--- src/rtl/i2c_master_write.sv ---
// Single-master I2C write initiator: START, 7-bit address + W, streamed data bytes, STOP.
// Open-drain drive: *_oe=1 pulls the line low, 0 releases it.
module i2c_master_write #(
   parameter int CLK_DIV = 4
) (
   input  logic       clk,
   input  logic       reset,
   input  logic       cmd_start,
   input  logic [6:0] cmd_addr,
   input  logic [7:0] tx_data,
   input  logic       tx_last,
   input  logic       tx_valid,
   output logic       tx_ready,
   input  logic       sda_in,
   input  logic       scl_in,
   output logic       sda_oe,
   output logic       scl_oe,
   output logic       busy,
   output logic       done,
   output logic       nack
);

   localparam int CW = $clog2(2 * CLK_DIV);
   localparam logic [CW-1:0] Q_END = CW'(CLK_DIV - 1);
   localparam logic [CW-1:0] H_END = CW'(2 * CLK_DIV - 1);

   typedef enum logic [3:0] {
      IDLE, START, ADDR, ACK_A, WAIT_DATA, DATA, ACK_D, STOP, STOP_HOLD
   } state_t;

   state_t        state;
   logic [CW-1:0] cnt;
   logic [1:0]    q;
   logic [2:0]    bit_cnt;
   logic [7:0]    shreg;
   logic          last_byte;
   logic          ack_bit;
   logic          stretch;

   // The SCL-high quarter only counts while the bus actually shows SCL high.
   assign stretch = (q == 2'd2) && !scl_in;

   always_ff @(posedge clk or posedge reset) begin
      if (reset) begin
         state     <= IDLE;
         cnt       <= '0;
         q         <= 2'd0;
         bit_cnt   <= 3'd0;
         shreg     <= 8'd0;
         last_byte <= 1'b0;
         ack_bit   <= 1'b0;
         sda_oe    <= 1'b0;
         scl_oe    <= 1'b0;
         busy      <= 1'b0;
         done      <= 1'b0;
         nack      <= 1'b0;
         tx_ready  <= 1'b0;
      end else begin
         done <= 1'b0;
         case (state)
            IDLE: begin
               // the done cycle still reads as IDLE, so a start there is refused
               if (cmd_start && !done) begin
                  shreg  <= {cmd_addr, 1'b0};
                  busy   <= 1'b1;
                  nack   <= 1'b0;
                  sda_oe <= 1'b1;
                  cnt    <= '0;
                  state  <= START;
               end
            end
            START: begin
               if (cnt == H_END) begin
                  cnt     <= '0;
                  q       <= 2'd0;
                  bit_cnt <= 3'd0;
                  scl_oe  <= 1'b1;
                  sda_oe  <= ~shreg[7];
                  state   <= ADDR;
               end else begin
                  cnt <= cnt + 1'b1;
               end
            end
            WAIT_DATA: begin
               if (tx_valid) begin
                  shreg     <= tx_data;
                  last_byte <= tx_last;
                  tx_ready  <= 1'b0;
                  sda_oe    <= ~tx_data[7];
                  q         <= 2'd0;
                  cnt       <= '0;
                  bit_cnt   <= 3'd0;
                  state     <= DATA;
               end
            end
            STOP_HOLD: begin
               if (cnt == H_END) begin
                  cnt   <= '0;
                  done  <= 1'b1;
                  busy  <= 1'b0;
                  state <= IDLE;
               end else begin
                  cnt <= cnt + 1'b1;
               end
            end
            default: begin
               if ((state == ACK_A || state == ACK_D) && q == 2'd3 && cnt == '0) begin
                  ack_bit <= sda_in;
                  if (sda_in) nack <= 1'b1;
               end
               if (!stretch) begin
                  if (cnt != Q_END) begin
                     cnt <= cnt + 1'b1;
                  end else begin
                     cnt <= '0;
                     q   <= q + 2'd1;
                     if (q == 2'd1) scl_oe <= 1'b0;
                     if (q == 2'd3) begin
                        scl_oe <= 1'b1;
                        case (state)
                           ADDR, DATA: begin
                              bit_cnt <= bit_cnt + 3'd1;
                              if (bit_cnt == 3'd7) begin
                                 sda_oe <= 1'b0;
                                 state  <= (state == ADDR) ? ACK_A : ACK_D;
                              end else begin
                                 sda_oe <= ~shreg[6];
                                 shreg  <= {shreg[6:0], 1'b0};
                              end
                           end
                           ACK_A, ACK_D: begin
                              if (ack_bit || (state == ACK_D && last_byte)) begin
                                 sda_oe <= 1'b1;
                                 state  <= STOP;
                              end else begin
                                 tx_ready <= 1'b1;
                                 state    <= WAIT_DATA;
                              end
                           end
                           STOP: begin
                              // SDA rises with SCL high: the STOP condition
                              scl_oe <= 1'b0;
                              sda_oe <= 1'b0;
                              state  <= STOP_HOLD;
                           end
                           default: ;
                        endcase
                     end
                  end
               end
            end
         endcase
      end
   end

endmodule
--- config.mk ---
export PLATFORM = sky130hd
export DESIGN_NAME = i2c_master_write
export DESIGN_NICKNAME = d
export VERILOG_FILES = /design/src/rtl/i2c_master_write.sv
export SDC_FILE = /design/constraint.sdc
export NUM_CORES = 1
export LEC_CHECK = 0
export ABC_AREA = 1
export CAP_MARGIN = 20
export CORE_ASPECT_RATIO = 1.5
export CORE_MARGIN = 3
export CORE_UTILIZATION = 53
export DETAILED_ROUTE_END_ITERATION = 6
export PLACE_DENSITY = 0.85
export SLEW_MARGIN = 30
export SYNTH_ARGS = -nofsm -noshare
export SYNTH_HDL_FRONTEND = slang
export SYNTH_SLANG_ARGS = --single-unit
--- constraint.sdc ---
create_clock -name clk -period 3.65 [get_ports clk]
set_input_delay 0.5475 -clock clk [delete_from_list [all_inputs] [get_ports clk]]
set_output_delay 0.5475 -clock clk [all_outputs]
set_load 0.005 [all_outputs]
==> run summary, run 1 <==
Mapped Nets: 303
Worst-path clk slew: 110 ps
Synth unique cells: 26
DRC: 0
First DRT Iteration DRCs: 66
Max Clk Rate: 481 MHz
Via Count: 1852
Worst slew margin: 51.6%
Synthesis warning total: 0
Synthesis-stage register bit count: 28
H-tree depth: 1
Core ar.: 3280 µm²
Share of layout cells above drive strength 1: 8.33%
TritonCTS clock tree: built
Post-Route WL: 4440 µm
RSZ-0062 raised after global routing: false
WL/cell: 13.1 µm
Worst-margin pin slew: 724 ps
Outcome: finished, final reports clean
Sequential share of the synthesized area: 37.2%
Hold Fails Final Rpt: 0
# hold bufs at CTS: 0
PostCTS Resize Cnt: 0
Die height: 79.0 µm
Worst path cell trace: nor2_4, nand2_1, nor2_1, nor2_1, nand2_1, nand2_1, nand2_1, nand2_1
Netlist Area Pre-Place: 1880 µm²
Vias in the first global route: 1724
Clock root buffer: clkbuf_8
Post-route antenna net violation count: 0
Gpl congestion: 0.951
Stages on the worst setup path: 8
CP Launch Point: state[0]
Final Hold Slack: 485 ps
Critical path class: reg2reg
Syn Area/Cell: 6.95 µm²
Synthesized instance count: 271
DP Wirelength: 3370 µm
Area Overhead vs Synth: 20.1%
WP buf/inv: 0
Reg2reg path depth: 8
Tmin final: 2080 ps
GR peak layer: met2
Worst Skew: 4.56 ps
Worst setup margin: 1570 ps
Worst R2R End: sda_oe
N_diodes: 0
Final setup violation count: 0
Arr. time, crit path: 2250 ps
Worst setup SP type: register
Wire length of the first global-routing pass: 7490 µm
Final worst-path cycle share: 57.0%
Global-route usage over all layers: 23.1%
Total CTS buffers: 3
# clock sinks: 28
Die width: 54.7 µm
Worst Path Required: 3820 ps
DP Area: 2190 µm²
Std cell rows: 25
Pre-CTS setup slack: 1480 ps
Design area: 2260 µm²
Setup TNS: 0 ps
Clock Latency Late Sink: 280 ps
Critical-path maximum fanout: 12
Postcts setup bufs: 0
Via density: 5.45
Antenna violations before repair: 0
Placed cell count: 336
Leak: 1.22 nW
Fin. max-slew vios: 0
Critical Path End: sda_oe
Worst path max stage delay: 650 ps
Worst hold path type: reg2reg
Pwr/cell area: 885 nW/µm²
DIE AREA: 4320 µm²
DR pass1 iterations: 4
I/O Buffers: 27
Grt ovf: 0
Layout Nets: 333
Worst r2r src: state[0]
I/O pin count: 28
Hold path startpoint: ack_bit
Most Frequent Cell on Critical Path: nand2_1
R2r setup slk: 1570 ps
Initial core utilization: 57.4%
Met3 Usage GRT: 1.88%
Pin count of the biggest net entering global routing: 29
Max-Cap Viols: 0
Met2 Track Usage GR: 37.6%
Crit path capture type: register
CP delay by family, top: simple AND/OR/NAND/NOR gates
CP max stage cell: nor2_1
Final Non-Filler Cells: 340
Max Root-Sink Buffers: 2
M1 GR Usage: 29.6%
Maximum vdd drop: 0.440 mV
[worst min-delay path by stage]
stage	cells after the start	slack [ps]	end
after floorplan	2	440	ack_bit
after global placement	2	460	ack_bit
after detailed placement	2	460	shreg[5]
after CTS	2	490	shreg[5]
after global routing	2	520	shreg[1]
final	2	490	ack_bit
[registers in the layout, indices dropped and copies added (netlist names)]
name	cells
busy	1
ack_bit	1
shreg	8
scl_oe	1
nack	1
tx_ready	1
state	4
sda_oe	1
last_byte	1
q	2
done	1
bit_cnt	3
cnt	3
[power by group]
group,internal [mW],switching [mW]
Clock,0.147,0.109
Sequential,0.431,0.109
Combinational,0.409,0.799
Total,0.987,1.02
[layout by cell type (no fill, tap or decap)]
master,instances
nand2_2,5
nand2_1,99
dfrtp_1,28
ha_1,10
nor3_4,1
a22oi_1,1
a21oi_1,3
nor2_2,1
mux2_2,1
or2_2,2
nand3b_1,2
nand3_1,33
inv_1,34
nand4_1,1
inv_2,3
nand2_4,2
bufinv_16,1
nor2_1,21
nor2_4,4
clkdlybuf4s50_1,27
o21ai_1,4
o21ai_0,10
nand3_2,1
o211ai_1,1
clkbuf_8,3
nor3_1,1
a22o_2,1
[synth_stat cells]
cell type,instances,area (µm²)
dfrtp_1,28,701
nand2_1,99,372
o21ai_1,4,20.0
mux2_2,1,11.3
o21ai_0,10,50.1
nor2_2,1,6.26
a22oi_1,1,7.51
nor2_4,4,45.0
nand3b_1,2,15.0
or2_2,2,12.5
nand2_4,2,22.5
nand2_2,5,31.3
a21oi_1,3,15.0
o211ai_1,1,7.51
nor3_4,1,16.3
ha_1,10,125
buf_2,1,5.00
buf_4,1,7.51
nor2_1,21,78.8
inv_1,35,131
nor3_1,1,5.00
nand4_1,1,6.26
a22o_2,1,10.0
nand3_1,33,165
nand3_2,1,10.0
inv_2,2,7.51
[worst reg2reg max path: cells and delay by family, from the launching register on]
kind          cells  cell delay, ps
flops             1             460
simple gates      8            1510
[per-layer routing]
layer	vias up	part of all wire (%)
met1	862	41
met3	14	4.7
met5	-	0
met4	0	3.4
li1	910	-
met2	66	51
[logic make-up after synthesis]
logic type	after synthesis	share of synthesized area, %
adders and majority gates	10	6.64
and+or+nand+nor	173	41.7
DFF	28	37.2
buffers and inverters	39	8.03
muxes	1	0.598
AOI/OAI and AO/OA	20	5.84
[stage by stage]
step	total power, mW	util [%]
after floorplan	1.45	-
after global placement	1.69	66.7
after detailed placement	1.73	66.7
after CTS	1.99	68.9
after global routing	2.18	68.9
final	2.00	68.9
[final cells by class]
class / count / area [µm²]
clock inverters: 1 / 30.0
well taps: 40 / 50.0
repair buffers: 27 / 270
clock buffers: 3 / 41.3
multi-input cells: 204 / 1030
fillers: 266 / 1020
flip-flops and latches: 28 / 701
inverters: 37 / 139
Power figures use the tool's default switching activity.
==> run 2, diff against run 1 <==
==> constraint.sdc (replaced) <==
create_clock -name clk -period 2.13 [get_ports clk]
set_input_delay 0.3195 -clock clk [delete_from_list [all_inputs] [get_ports clk]]
set_output_delay 0.3195 -clock clk [all_outputs]
set_load 0.005 [all_outputs]
==> run summary, run 2 (synthesis results as in run 1) <==
Outcome: finished, final reports clean
Antenna violations before repair: 0
Worst slew margin: 66.0%
Pin count of the biggest net entering global routing: 29
Grt ovf: 0
Pwr/cell area: 1520 nW/µm²
Worst-margin pin slew: 508 ps
Reg2reg path depth: 11
N_diodes: 0
I/O Buffers: 27
Max Root-Sink Buffers: 2
Critical-path maximum fanout: 6
Via density: 5.34
Postcts setup bufs: 0
# clock sinks: 28
Max reg flops: 8
Post-route antenna net violation count: 0
DIE AREA: 4320 µm²
Tmin final: 1890 ps
Worst Path Required: 2350 ps
Worst-path clk slew: 100 ps
Area Overhead vs Synth: 22.9%
Global-route usage over all layers: 24.3%
First DRT Iteration DRCs: 52
Clock Latency Late Sink: 280 ps
Final worst-path cycle share: 88.6%
Total CTS buffers: 3
Initial core utilization: 57.4%
Die height: 79.0 µm
Worst setup SP type: register
Worst R2R End: shreg[3]
DR pass1 iterations: 4
# hold bufs at CTS: 0
DP Wirelength: 3400 µm
I/O pin count: 28
Share of power burned in registers: 26.3%
Switch share: 49.2%
WL/cell: 12.6 µm
PostCTS Resize Cnt: 0
Worst Skew: 4.42 ps
R2r setup slk: 240 ps
Worst hold path type: in2async
Via Count: 1854
TritonCTS clock tree: built
Die width: 54.7 µm
Arr. time, crit path: 2110 ps
Most frequent cells in the layout: nand2_1 (99), inv_1 (35), nand3_1 (33)
Crit path capture type: register
Post-Route WL: 4360 µm
Vias in the first global route: 1806
Core ar.: 3280 µm²
Wire length of the first global-routing pass: 7800 µm
Max Clk Rate: 530 MHz
Gate power share: 61.6%
Layout Nets: 340
Largest regs: shreg: 8 flops, state: 4 flops
H-tree depth: 1
Pwr Total: 3.52 mW
Critical path class: reg2reg
Fin. max-slew vios: 0
Hold Fails Final Rpt: 0
Maximum vdd drop: 0.927 mV
Most common cell after layout, fill and taps aside: nand2_1
Most flops, register: shreg
Share of layout cells above drive strength 1: 10.1%
Leak: 1.26 nW
RSZ-0062 raised after global routing: false
Clock root buffer: clkbuf_8
DRC: 0
Clock share of power: 12.0%
Gpl congestion: 0.948
Std cell rows: 25
Worst r2r src: cnt[0]
Setup TNS: 0 ps
Max-Cap Viols: 0
Net Switching: 1.73 mW
Final setup violation count: 0
Internal: 1.79 mW
-- run 2: cell count changes in the layout (fill, tap and decap cells not counted), sizes merged --
| cell | delta |
|---|---|
| buf | +7 |
-- run 2: critical path, cell delays in order, from the launching register on --
cell	delay, ps
dfrtp_1	390
ha_1	220
ha_1	210
nand2_1	80
inv_1	80
nand2_1	50
nand2_1	70
inv_1	70
nor3_4	330
buf_4	180
nand3_1	70
nand2_1	90
-- run 2: routing by layer --
layer / up-vias / share of wire [%] / GRT usage, %
met5: - / 0 / 0
met3: 11 / 5.1 / 3.00
met2: 60 / 52 / 40.5
met1: 858 / 40 / 29.5
li1: 925 / - / -
met4: 0 / 3.0 / 11.7
-- run 2: power groups by stage --
stage               Sequential [mW]  Clock (mW)  Combinational [mW]
floorplan                     0.891           0                1.60
global placement              0.927           0                2.02
detailed placement            0.931           0                2.08
CTS                           0.925       0.432                2.10
global route                  0.957       0.463                2.46
finish                        0.927       0.424                2.17
-- run 2: per-stage QoR --
stage               hold slack (ps)  std cells  area, µm²  util [%]  worst slack, ps
floorplan                       385        271       1880         -              490
global placement                455        340       2220      67.7              281
global route                    432        347       2320      70.5             24.3
CTS                             406        344       2290      69.8              232
finish                          391        347       2320      70.5              242
detailed placement              458        340       2220      67.7              227
-- run 2: how the worst max path moves through the flow --
stage	startpoint	endpoint	slack, ps	depth (start not counted)
6_report	cnt[0]	shreg[3]	240	11
5_1_grt	cnt[0]	shreg[3]	20	11
4_1_cts	cnt[0]	shreg[0]	230	11
3_5_place_dp	scl_in	shreg[3]	230	10
3_3_place_gp	scl_in	shreg[7]	280	10
2_1_floorplan	cnt[0]	shreg[0]	490	11
-- run 2: cell type report --
cell class	count	area, µm²
clock buffers	3	41.3
inverters	37	139
well taps	40	50.0
flip-flops and latches	28	701
clock inverters	1	30.0
repair buffers	34	323
multi-input cells	204	1030
fillers	267	968
